**src/rtl/bit_serial_sub.sv**
```systemverilog
// Bit-serial subtractor: computes a - b - bi one bit per cycle, LSB first, with a valid/ready handshake.
// Optional signed-overflow output v is enabled by defining BIT_SERIAL_SUB_OVERFLOW_EN.
module bit_serial_sub #(
    parameter int N = 32
) (
    input  logic         clk,
    input  logic         rst,
    input  logic         in_valid,
    output logic         in_ready,
    input  logic [N-1:0] a,
    input  logic [N-1:0] b,
    input  logic         bi,
    output logic         out_valid,
    input  logic         out_ready,
    output logic [N-1:0] c,
    output logic         bo
`ifdef BIT_SERIAL_SUB_OVERFLOW_EN
    ,
    output logic         v
`endif
);
    localparam int CW = (N > 1) ? $clog2(N) : 1;

    typedef enum logic [1:0] {IDLE, RUN, DONE} state_t;

    state_t         r_state, w_next;
    logic [CW-1:0]  r_cnt;
    logic [N-1:0]   r_a, r_b, r_d, r_c;
    logic           r_br, r_bo;
    logic           w_d, w_br, w_last, w_accept;
    logic [N-1:0]   w_d_shift;

    always_ff @(posedge clk or posedge rst) begin
        if (rst) r_state <= IDLE;
        else     r_state <= w_next;
    end

    always_comb begin
        w_next    = r_state;
        in_ready  = 1'b0;
        out_valid = 1'b0;
        case (r_state)
            IDLE: begin
                in_ready = 1'b1;
                if (in_valid) w_next = RUN;
            end
            RUN:     if (w_last) w_next = DONE;
            DONE: begin
                out_valid = 1'b1;
                if (out_ready) w_next = IDLE;
            end
            default: w_next = IDLE;
        endcase
    end

    assign w_accept = (r_state == IDLE) && in_valid;
    assign w_last   = (r_state == RUN) && (r_cnt == CW'(N - 1));
    assign w_d      = r_a[0] ^ r_b[0] ^ r_br;
    assign w_br     = (~r_a[0] & r_b[0]) | (~(r_a[0] ^ r_b[0]) & r_br);

    // Difference bits enter at the MSB so the LSB lands at bit 0 after N shifts.
    always_comb begin
        w_d_shift        = '0;
        w_d_shift[N-1]   = w_d;
        for (int i = 0; i < N - 1; i++) w_d_shift[i] = r_d[i+1];
    end

    always_ff @(posedge clk or posedge rst) begin
        if (rst) begin
            r_cnt <= '0;
            r_a   <= '0;
            r_b   <= '0;
            r_d   <= '0;
            r_br  <= 1'b0;
            r_c   <= '0;
            r_bo  <= 1'b0;
        end else if (w_accept) begin
            r_cnt <= '0;
            r_a   <= a;
            r_b   <= b;
            r_br  <= bi;
            r_d   <= '0;
        end else if (r_state == RUN) begin
            r_a   <= r_a >> 1;
            r_b   <= r_b >> 1;
            r_br  <= w_br;
            r_d   <= w_d_shift;
            r_cnt <= w_last ? '0 : r_cnt + CW'(1);
            if (w_last) begin
                r_c  <= w_d_shift;
                r_bo <= w_br;
            end
        end
    end

    assign c  = r_c;
    assign bo = r_bo;

`ifdef BIT_SERIAL_SUB_OVERFLOW_EN
    logic r_amsb, r_bmsb, r_v;

    always_ff @(posedge clk or posedge rst) begin
        if (rst) begin
            r_amsb <= 1'b0;
            r_bmsb <= 1'b0;
            r_v    <= 1'b0;
        end else if (w_accept) begin
            r_amsb <= a[N-1];
            r_bmsb <= b[N-1];
        end else if (w_last) begin
            // On the last bit w_d is the result MSB.
            r_v <= (r_amsb != r_bmsb) && (w_d != r_amsb);
        end
    end

    assign v = r_v;
`endif
endmodule

```
**config.mk**
```make
export PLATFORM = sky130hd
export DESIGN_NAME = bit_serial_sub
export DESIGN_NICKNAME = d
export VERILOG_FILES = /design/src/rtl/bit_serial_sub.sv
export SDC_FILE = /design/constraint.sdc
export NUM_CORES = 1
export LEC_CHECK = 0
export BUFFER_PORTS_ARGS = -buffer_cell sky130_fd_sc_hd__buf_2
export CAP_MARGIN = 20
export CORE_ASPECT_RATIO = 0.8
export CORE_MARGIN = 3
export CORE_UTILIZATION = 51
export CTS_CLUSTER_DIAMETER = 200
export DETAILED_ROUTE_END_ITERATION = 12
export HOLD_SLACK_MARGIN = 0.03
export MAX_ROUTING_LAYER = met4
export PLACE_DENSITY_LB_ADDON = 0.08
export SLEW_MARGIN = 15
export SYNTH_ARGS = -nofsm -noshare
export SYNTH_HDL_FRONTEND = slang
export SYNTH_SLANG_ARGS = --single-unit
```
**constraint.sdc**
```tcl
create_clock -name clk -period 4.1 [get_ports clk]
set_input_delay 0.205 -clock clk [delete_from_list [all_inputs] [get_ports clk]]
set_output_delay 0.205 -clock clk [all_outputs]
set_load 0.05 [all_outputs]
```
Yosys cells after proc, flatten, opt, wreduce, memory -nomap -nowiden
Index checks and enable logic that the tools add are counted.
Word-level totals
  memories: 0
  RAM bits: 0
  input bits: 69
  latch bits: 0
  bits in read-only memories: 0
  flip-flop bits (word level): 137
  word-level logic and storage cells: 46
Operators by class
  muxes and demuxes: 17
  bitwise operators: 8
  shift-type cells: 0
  order comparisons: 0
  add/subtract/negate cells: 1
  reduce and logical (&&, ||, !) cells: 6
  multipliers: 0
  divide/modulo/power cells: 0
  equal/unequal tests: 6
Operators by type and width (count)
  two-way mux 32 bit: 6
  two-way mux 5 bit: 3
  two-way mux 2 bit: 3
  inequality test 2 bit, second input constant: 3
  one-hot mux 2 bit (3 select lines): 1
  AND reduction 3 bit: 2
  adder 5 x 1 -> 5 bit, second input constant: 1
  equality test 5 bit, second input constant: 1
  two-way mux 1 bit: 4
  inverter 1 bit: 3
  bitwise AND 1 bit: 2
  equality test 2 x 1 -> 1 bit, second input constant: 1
  equality test 2 bit, second input constant: 1
  logical AND 1 bit: 2
  zero test 2 bit: 1
  nonzero test 2 bit: 1
  bitwise XOR 1 bit: 2
  bitwise OR 1 bit: 1

Depth between registers and ports, before layout
Gate-level depths: netlist (run 1).
  depth in word-level cells: 6
  depth in mapped cells: 7
  gate-level depth less buffers: 6

Least setup slack after synthesis (run 1)
No wires, ideal clock.
  path type: reg-to-reg
  from: reg r_cnt[0]
  to: reg r_c[0] (netlist: c[0])
  library setup time: 125 ps
  path buffers: 1
  data arrival time: 1607 ps
  cell stages (with the launch flop): 7
  clock period less this slack: 1732 ps
  path slack: 2368 ps
  path through: dfrtp_1 -> ha_1 -> and3_1 -> ha_1 -> nand3b_4 -> buf_6 -> mux2_4
Between the ends
  longest elaborated chain between the ends: 3
RTL lines
  start: declaration: RTL line 27  | logic [CW-1:0] r_cnt;
  start signal: assignment: RTL line 88  | r_cnt <= w_last ? '0 : r_cnt + CW'(1);
  equality test 5 bit: RTL line 57  | assign w_last = (r_state == RUN) && (r_cnt == CW'(N - 1));
  logical AND 1 bit: RTL line 57
  AND reduction 3 bit (no source line)
  end signal: assignment: RTL line 90  | r_c <= w_d_shift;
  end: declaration: RTL line 28  | logic [N-1:0] r_a, r_b, r_d, r_c;
No other way between the ends.
A chain may end at the register's enable or synchronous reset.

Worst setup path after layout (run 1)
  from: reg r_state[1]
  to: reg r_b[13]
Between the ends
  longest elaborated chain between the ends: 3
  elaborated cells between the ends (all ways): 5
RTL lines
  start: declaration: RTL line 26  | state_t r_state, w_next;
  start signal: assignment: RTL line 35  | else r_state <= w_next;
  zero test 2 bit: RTL line 56  | assign w_accept = (r_state == IDLE) && in_valid;
  logical AND 1 bit: RTL line 56
  two-way mux 32 bit or nonzero test 2 bit (tied branches)
  end signal: assignment: RTL line 85  | r_b <= r_b >> 1;
  end: declaration: RTL line 28
Several ways; a longest one is shown, not always the timed one.

==> metrics.yaml, run 1 <==
synth:
  syn-num-nets: 609
  synth_fa_ha_area_share_pct: 0.719
  ys.flop_type: "dfrtp_1"
  synth.area.top_cells: "dfrtp_1, a22oi_1, mux2_4"
  synth-seq-cells: 136
  synth_most_common_cell: "dfrtp_1"
  syn_area_mm2: 0.00626
  synth-seq-area-share_pct: 54.3
  avgSynthCellArea_um2: 11.7
  synthTopCellsByCount: "dfrtp_1, a21oi_1, nor2b_1, a22oi_1, o21ai_1"
  synth_cells: 537
  synth_top_family_by_area: "compound AO/OA/AOI/OAI gates"
  synth_edf_count: 0
  synth.distinct_cells: 29
  yosys.area_share.xor_xnor_pct: 0
  synth_top_area_share_pct: 54.3
  yosys.area_share.simple_pct: 7.93
  postSynth.asyncResetShare_pct: 100
  synth_compound_area_share_pct: 23.8
  yosysWarnings: 0
  synthMuxAreaShare_pct: 7.55
  synth_area_leader_cell: "dfrtp_1"
sta:
  tns_ns: 0
  setup_viol: 0
  tightest_slew_ns: 1.03
  slew_viol_final: 0
  max_freq_mhz: 459
  fin_crit_ns: 2.18
  relSlewSlack_pct: 31.3
  clock_skew_ns: 0.0104
  rsz0062_at_grt: "no"
  fin_crit_sh_pct: 53.1
  report.final.hold_viol_count: 0
  whs_ns: 0.0278
critical_path:
  arrival_ns: 2.50
  critPathLaunchType: "flop"
  crit_family: "simple AND/OR/NAND/NOR gates"
  critPathMaxStageDelay_ns: 0.86
  path_buf_inv: 1
  crit_fanout: 44
  critical_path.cell_chain: "nor2b_4, buf_4, a21oi_1, o21ai_1"
  worstSetupEndpointType: "flop"
  critical_path_class: "reg2reg"
  required_ns: 4.42
  cpMaxStageDelayCell: "nor2b_4"
power:
  pwr_density_cell_mw_per_mm2: 791
  ir_worst_vdd_mv: 0.447
  p_leak_nw: 3.51
  total_power_mw: 5.81
clock_tree:
  cts_tree: "yes"
  worstSkewPairLatency_ns: 0.41
  hold_buffers: 1
  cts_max_path_buffers: 2
  numCtsBuffers: 17
  cts_resized: 0
  post-cts-setup-buffer-count: 0
  root_buffer: "clkbuf_16"
  h-tree-depth: 4
  clk_pin_slew_worst_paths_ns: 0.06
  cts_sinks: 136
global_routing:
  grt_pass1_vias: 4344
  grt.overflow.total: 0
  gr-usage-all-layers_pct: 21.5
  grt_pass1_wl_um: 22800
  antenna_found_initial: 1
  grt_max_degree: 107
finish:
  layout.nets: 691
  layout-drive-gt1-share_pct: 29.2
  area_growth_pct: 17.3
job:
  maxCapViolations: 0
detailed_routing:
  vias: 4564
  detail_route.iter0.violations: 366
  wl_per_cell_um: 17.7
  drt-pass1-iter-count: 5
  antenna_left: 0
  drc: 0
  drt-total-wl_um: 13800
  routed_via_density: 5.85
die:
  die_w_um: 130
  core_area_mm2: 0.0117
  start_util_pct: 53.4
  die_area_mm2: 0.0137
  die_y_um: 105
  ios: 104
  std_cell_rows: 35
placed_design:
  dp_hpwl_um: 8020
  io_buffer_count: 103
  gp_congestion: 0.828
status:
  status: "complete, no violations"
hold_path:
  hold_class: "in2async"
-- cells in the final DEF, fill, tap and decap left out, types with 2 or more instances in the layout --
cell,n
a21oi_1,67
a22o_1,33
a22oi_1,60
a22oi_2,3
a2bb2oi_1,2
buf_2,103
buf_4,5
bufinv_16,4
clkbuf_16,17
clkbuf_8,2
clkinv_2,3
clkinv_4,2
clkinvlp_4,3
dfrtp_1,134
dfrtp_2,2
ha_1,2
inv_1,6
mux2_2,6
mux2_4,27
nand2_1,3
nand2b_1,2
nor2_1,2
nor2b_1,63
nor2b_4,2
o21ai_0,17
o21ai_1,51
-- area by class of cell --
class                      count  area [um2]
sequential                   136        3410
antenna                        1        2.50
inverter                       7        31.3
tap                          148         185
timing repair buffer         110         583
fill                         948        4390
clock inverter                12         175
multi-input combinational    347        2510
clock buffer                  19         453
-- final timing paths --
kind	cells past startpoint	slack (ns)	from	end
worst max-delay path	4	1.92	r_state[1]$_DFFE_PP0P_	r_b[13]$_DFFE_PP0P_
worst min-delay path	2	0.03	rst	r_d[6]$_DFFE_PP0P_
worst max register to register	4	1.92	r_state[1]$_DFFE_PP0P_	r_b[13]$_DFFE_PP0P_
worst min register to register	1	0.50	c[19]$_DFFE_PP0P_	c[19]$_DFFE_PP0P_
max in group asynchronous	3	3.13	rst	r_b[21]$_DFFE_PP0P_
min in group clk	3	0.06	a[13]	r_a[13]$_DFFE_PP0P_
-- metrics by stage --
step / instances / setup WS (ns) / area (um2) / utilization [%]
after floorplan: 537 / 0.256 / 6260 / -
after global placement: 747 / 2.01 / 6710 / 57.1
after detailed placement: 747 / 1.95 / 6710 / 57.1
after CTS: 779 / 1.91 / 7340 / 62.6
after global routing: 780 / 1.74 / 7350 / 62.6
final: 780 / 1.92 / 7350 / 62.6
-- cell families after synthesis --
logic type	after synthesis
AND/OR/NAND/NOR	77
adder cells (fa/ha/maj)	3
multiplexers	33
buffers and inverters	54
AO/OA/AOI/OAI	234
flip-flops	136
-- per-layer routing --
metal | up-vias | wire length (um) | share of wire [%] | global-route usage, %
met2 | 137 | 6140 | 45 | 28.6
met4 | 0 | 259 | 1.9 | 6.75
met5 | - | 0 | 0 | -
met1 | 2281 | 6580 | 48 | 32.6
li1 | 2121 | - | - | -
met3 | 25 | 804 | 5.8 | 5.01
-- flip-flops by register name, summed over array words and instances, names as in the netlist --
signal   flops
bo           1
c           32
r_a         32
r_b         32
r_br         1
r_cnt        5
r_d         31
r_state      2
-- where the power goes --
| group | internal [mW] | leakage [nW] | switching [mW] | total [mW] |
|---|---|---|---|---|
| Clock | 1.04 | 0.301 | 0.562 | 1.61 |
| Sequential | 1.87 | 1.79 | 0.416 | 2.29 |
| Combinational | 0.810 | 1.42 | 1.11 | 1.92 |
-- worst register-to-register path: stages, from the launching register on --
cell     delay [ns]
dfrtp_2        0.54
nor2b_4        0.86
buf_4          0.42
a21oi_1        0.12
o21ai_1        0.15
Note: power is estimated with default switching activity, not from simulation.
==> inputs of run 2 (changes only) <==
CORE_UTILIZATION = 56   (was 51)
clock period = 2.2 ns   (was 4.1 ns; I/O delays follow)
==> metrics.yaml, run 2 (same netlist as run 1, synthesis figures left out) <==
status:
  status: "complete, no violations"
placed_design:
  dp_hpwl_um: 8170
  gp_congestion: 0.803
  place_area_mm2: 0.00680
  io_buffer_count: 103
sta:
  rsz0062_at_grt: "no"
  tns_ns: 0
  report.final.hold_viol_count: 0
  fin_crit_ns: 1.99
  clock_skew_ns: 0.0150
  whs_ns: 0.234
  slew_viol_final: 0
  fin_crit_sh_pct: 90.4
  relSlewSlack_pct: 54.2
  max_freq_mhz: 503
  setup_viol: 0
  tightest_slew_ns: 0.686
finish:
  area_growth_pct: 29.7
  final_area_mm2: 0.00812
  fillCellCount: 709
  layout_common_cells: "dfrtp_1, buf_2, a21oi_1, dlygate4sd3_1, nor2b_1"
  layout-drive-gt1-share_pct: 27.1
  layout.nets: 764
  layout_commonest_cell: "dfrtp_1"
  diodes: 0
die:
  die_w_um: 124
  ios: 104
  std_cell_rows: 33
  start_util_pct: 59.3
  core_area_mm2: 0.0106
  die_y_um: 101
  die_area_mm2: 0.0125
critical_path:
  cpMostUsedCell: "ha_1"
  required_ns: 2.50
  critPathMaxStageDelay_ns: 0.40
  cpMaxStageDelayCell: "dfrtp_1"
  critical_path.cell_chain: "ha_1, and3_1, ha_1, nand3b_4, buf_4, mux2_4"
  crit_fanout: 14
  worstSetupEndpointType: "flop"
  critPathLaunchType: "flop"
  crit_family: "adder cells"
  critical_path_class: "reg2reg"
  arrival_ns: 2.29
  path_buf_inv: 1
clock_tree:
  clk_pin_slew_worst_paths_ns: 0.05
  cts_resized: 0
  cts_sinks: 136
  cts_max_path_buffers: 2
  root_buffer: "clkbuf_16"
  cts_tree: "yes"
  h-tree-depth: 4
  worstSkewPairLatency_ns: 0.42
  numCtsBuffers: 17
detailed_routing:
  antenna_left: 0
  routed_via_density: 5.78
  drt-total-wl_um: 14600
  drc: 0
  vias: 4886
  drt-pass1-iter-count: 6
  detail_route.iter0.violations: 467
  wl_per_cell_um: 17.2
power:
  p_int_mw: 7.18
  p_leak_nw: 3.85
  ir_worst_vdd_mv: 0.926
  switchingPower_mw: 3.97
  netSwitchingFraction_pct: 35.6
  pwr_density_cell_mw_per_mm2: 1370
  power_frac_clock_pct: 28.2
  combPwrFrac_pct: 33.8
  p_seq_share_pct: 38.0
global_routing:
  gr-usage-all-layers_pct: 25.3
  grt_max_degree: 72
  antenna_found_initial: 0
  grt_pass1_wl_um: 25000
  grt.overflow.total: 0
  grt_pass1_vias: 4864
hold_path:
  hold_class: "in2reg"
job:
  maxCapViolations: 0
[run 2: cell count changes in the layout (fill, tap and decap cells not counted)]
cell and delta:
inv_6 -1, buf_12 +4, dlygate4sd3_1 +66, buf_4 +3, bufinv_16 +1, diode_2 -1, clkbuf_1 +1
[run 2: worst paths after layout]
kind                                      startpoint                     end  slack [ns]  depth (start not counted)
max in group asynchronous                        rst  r_state[1]$_DFFE_PP0P_        1.51                          4
worst max register to register  r_cnt[0]$_DFFE_PP0P_       c[28]$_DFFE_PP0P_        0.21                          6
worst min register to register        bo$_DFFE_PP0P_          bo$_DFFE_PP0P_        0.50                          2
worst min-delay path                        in_valid  r_state[0]$_DFFE_PP0P_        0.23                          3
min in group asynchronous                        rst     r_a[23]$_DFFE_PP0P_        0.37                          4
worst max-delay path            r_cnt[0]$_DFFE_PP0P_       c[28]$_DFFE_PP0P_        0.21                          6
[run 2: worst min-delay path, cell delays in order]
cell and delay, ns:
buf_2 0.16, o21bai_4 0.18, a21oi_1 0.16
[run 2: what timing repair did]
action,in CTS,in global routing
setup endpoints to repair,0,0
setup buffers,0,0
hold endpoints to repair,201,1
hold buffers,66,1
[run 2: routing by layer]
layer / vias up / GRT usage, % / part of all wire (%)
met5: - / - / 0
li1: 2266 / - / -
met2: 149 / 38.2 / 47
met3: 10 / 6.51 / 5.1
met4: 0 / 6.40 / 0.64
met1: 2461 / 34.7 / 47
[run 2: power by group through the flow]
stage	Clock (mW)	Combinational [mW]	Sequential (mW)
2_1_floorplan	0	2.31	4.80
6_report	3.14	3.77	4.24
4_1_cts	3.18	3.79	4.22
3_5_place_dp	0	3.67	4.23
3_3_place_gp	0	3.55	4.20
5_1_grt	3.32	4.10	4.38
[run 2: through the flow]
| stage | instances | util [%] | total power [mW] | worst slack (ns) |
|---|---|---|---|---|
| after global placement | 746 | 64.3 | 7.75 | 0.285 |
| after floorplan | 537 | - | 7.12 | 0.397 |
| after detailed placement | 746 | 64.3 | 7.90 | 0.214 |
| after global routing | 845 | 76.8 | 11.8 | 0.102 |
| after CTS | 844 | 76.8 | 11.2 | 0.196 |
| final | 845 | 76.8 | 11.1 | 0.212 |
[run 2: cell type report]
type	count	area (um2)	share of cell area, %
Sequential cell	136	3410	41.9
Multi-Input combinational cell	347	2510	30.9
Timing Repair Buffer	183	1350	16.6
Clock buffer	20	457	5.62
Clock inverter	12	198	2.43
Tap cell	140	175	2.16
Inverter	7	30.0	0.370
==> inputs of run 3 (changes only) <==
CORE_UTILIZATION = 40   (was 56)
PLACE_DENSITY = 0.64   (was unset)
PLACE_DENSITY_LB_ADDON = unset   (was 0.08)
==> metrics.yaml, run 3 (same netlist as run 1, synthesis figures left out) <==
power:
  ir_worst_vdd_mv: 0.641
  total_power_mw: 11.0
  p_leak_nw: 3.85
  pwr_density_cell_mw_per_mm2: 1350
finish:
  area_growth_pct: 30.9
  fillCellCount: 1286
  diodes: 0
  ff_latch_area_mm2: 0.00341
  layout_common_cells: "dfrtp_1, buf_2, a21oi_1, dlygate4sd3_1, nor2b_1"
  multi_input_area_mm2: 0.00251
  layout_commonest_cell: "dfrtp_1"
  layout-drive-gt1-share_pct: 26.8
  layout.nets: 764
global_routing:
  grt_pass1_wl_um: 25000
  gr-usage-all-layers_pct: 18.2
  grt_max_degree: 137
  antenna_found_initial: 0
  grt_pass1_vias: 4855
  grt.overflow.total: 0
detailed_routing:
  antenna_left: 0
  wl_met2_um: 6900
  detail_route.iter0.violations: 275
  top_layer: "met4"
  drc: 0
  drt-pass1-iter-count: 4
  wl_met1_um: 6880
  drt-total-wl_um: 14700
  wl_met3_um: 767
  vias: 4817
  routed_via_density: 5.27
  wl_per_cell_um: 16.1
clock_tree:
  cts_tree: "yes"
  root_buffer: "clkbuf_16"
  cts_sinks: 136
  cts_max_path_buffers: 2
  clk_pin_slew_worst_paths_ns: 0.06
  h-tree-depth: 4
  numCtsBuffers: 17
  worstSkewPairLatency_ns: 0.41
sta:
  tns_ns: 0
  max_freq_mhz: 512
  rsz0062_at_grt: "no"
  fin_crit_ns: 1.95
  fin_crit_sh_pct: 88.9
  relSlewSlack_pct: 51.5
  clock_skew_ns: 0.00706
  tightest_slew_ns: 0.728
  setup_viol: 0
  slew_viol_final: 0
  report.final.hold_viol_count: 0
critical_path:
  critPathLaunchType: "flop"
  arrival_ns: 2.25
  crit_fanout: 15
  critical_path_class: "reg2reg"
  required_ns: 2.49
  worstSetupEndpointType: "flop"
die:
  start_util_pct: 41.3
  die_w_um: 146
  core_area_mm2: 0.0152
  ios: 104
  die_area_mm2: 0.0172
  die_y_um: 118
  std_cell_rows: 40
placed_design:
  gp_congestion: 0.806
  io_buffer_count: 103
  dp_hpwl_um: 8750
status:
  status: "complete, no violations"
job:
  maxCapViolations: 0
hold_path:
  hold_class: "in2reg"
## run 3: area by class of cell
type / instances / share of cell area (%)
Sequential cell: 136 / 41.6
Multi-Input combinational cell: 347 / 30.6
Timing Repair Buffer: 183 / 16.4
Clock buffer: 24 / 6.12
Tap cell: 210 / 3.21
Clock inverter: 7 / 1.69
Inverter: 7 / 0.366
## run 3: worst paths after layout
check	start	end	slack [ns]	cells past startpoint
max	r_cnt[0]$_DFFE_PP0P_	c[13]$_DFFE_PP0P_	0.25	6
min	in_valid	r_b[0]$_DFFE_PP0P_	0.24	3
max reg2reg	r_cnt[0]$_DFFE_PP0P_	c[13]$_DFFE_PP0P_	0.25	6
min reg2reg	bo$_DFFE_PP0P_	bo$_DFFE_PP0P_	0.48	2
max in group asynchronous	rst	r_state[0]$_DFFE_PP0P_	1.17	4
min in group asynchronous	rst	r_a[25]$_DFFE_PP0P_	0.47	4
## run 3: power breakdown
part | total, mW | leakage, nW | switching, mW | internal, mW
clock network | 3.05 | 0.316 | 1.01 | 2.04
logic | 3.77 | 1.75 | 2.13 | 1.64
registers | 4.21 | 1.79 | 0.722 | 3.49
## run 3: metrics by stage
stage	instances	utilization (%)	instance area, um2	hold WS, ns	worst slack (ns)
floorplan	537	-	6270	0.218	0.397
global placement	816	45.4	6890	0.316	0.290
detailed placement	816	45.4	6890	0.317	0.250
CTS	914	54.1	8200	0.213	0.237
global route	914	54.1	8200	0.279	0.136
finish	914	54.1	8200	0.236	0.245
## run 3: layer usage
layer,GRT usage [%],vias up
li1,-,2268
met1,24.7,2383
met2,27.3,151
met3,4.70,15
met4,5.10,0
met5,-,-
## run 3: critical path, cell delays in order, from the launching register on
cell and delay [ns]:
dfrtp_1 0.40, ha_1 0.22, and3_1 0.18, ha_1 0.23, nand3b_4 0.28, buf_12 0.19
mux2_4 0.31
## run 3: repair_timing
item | CTS | global route
hold buffers | 67 | 0
setup buffers | 0 | 0
gates resized for setup | 0 | 0
hold endpoints to repair | 202 | 0
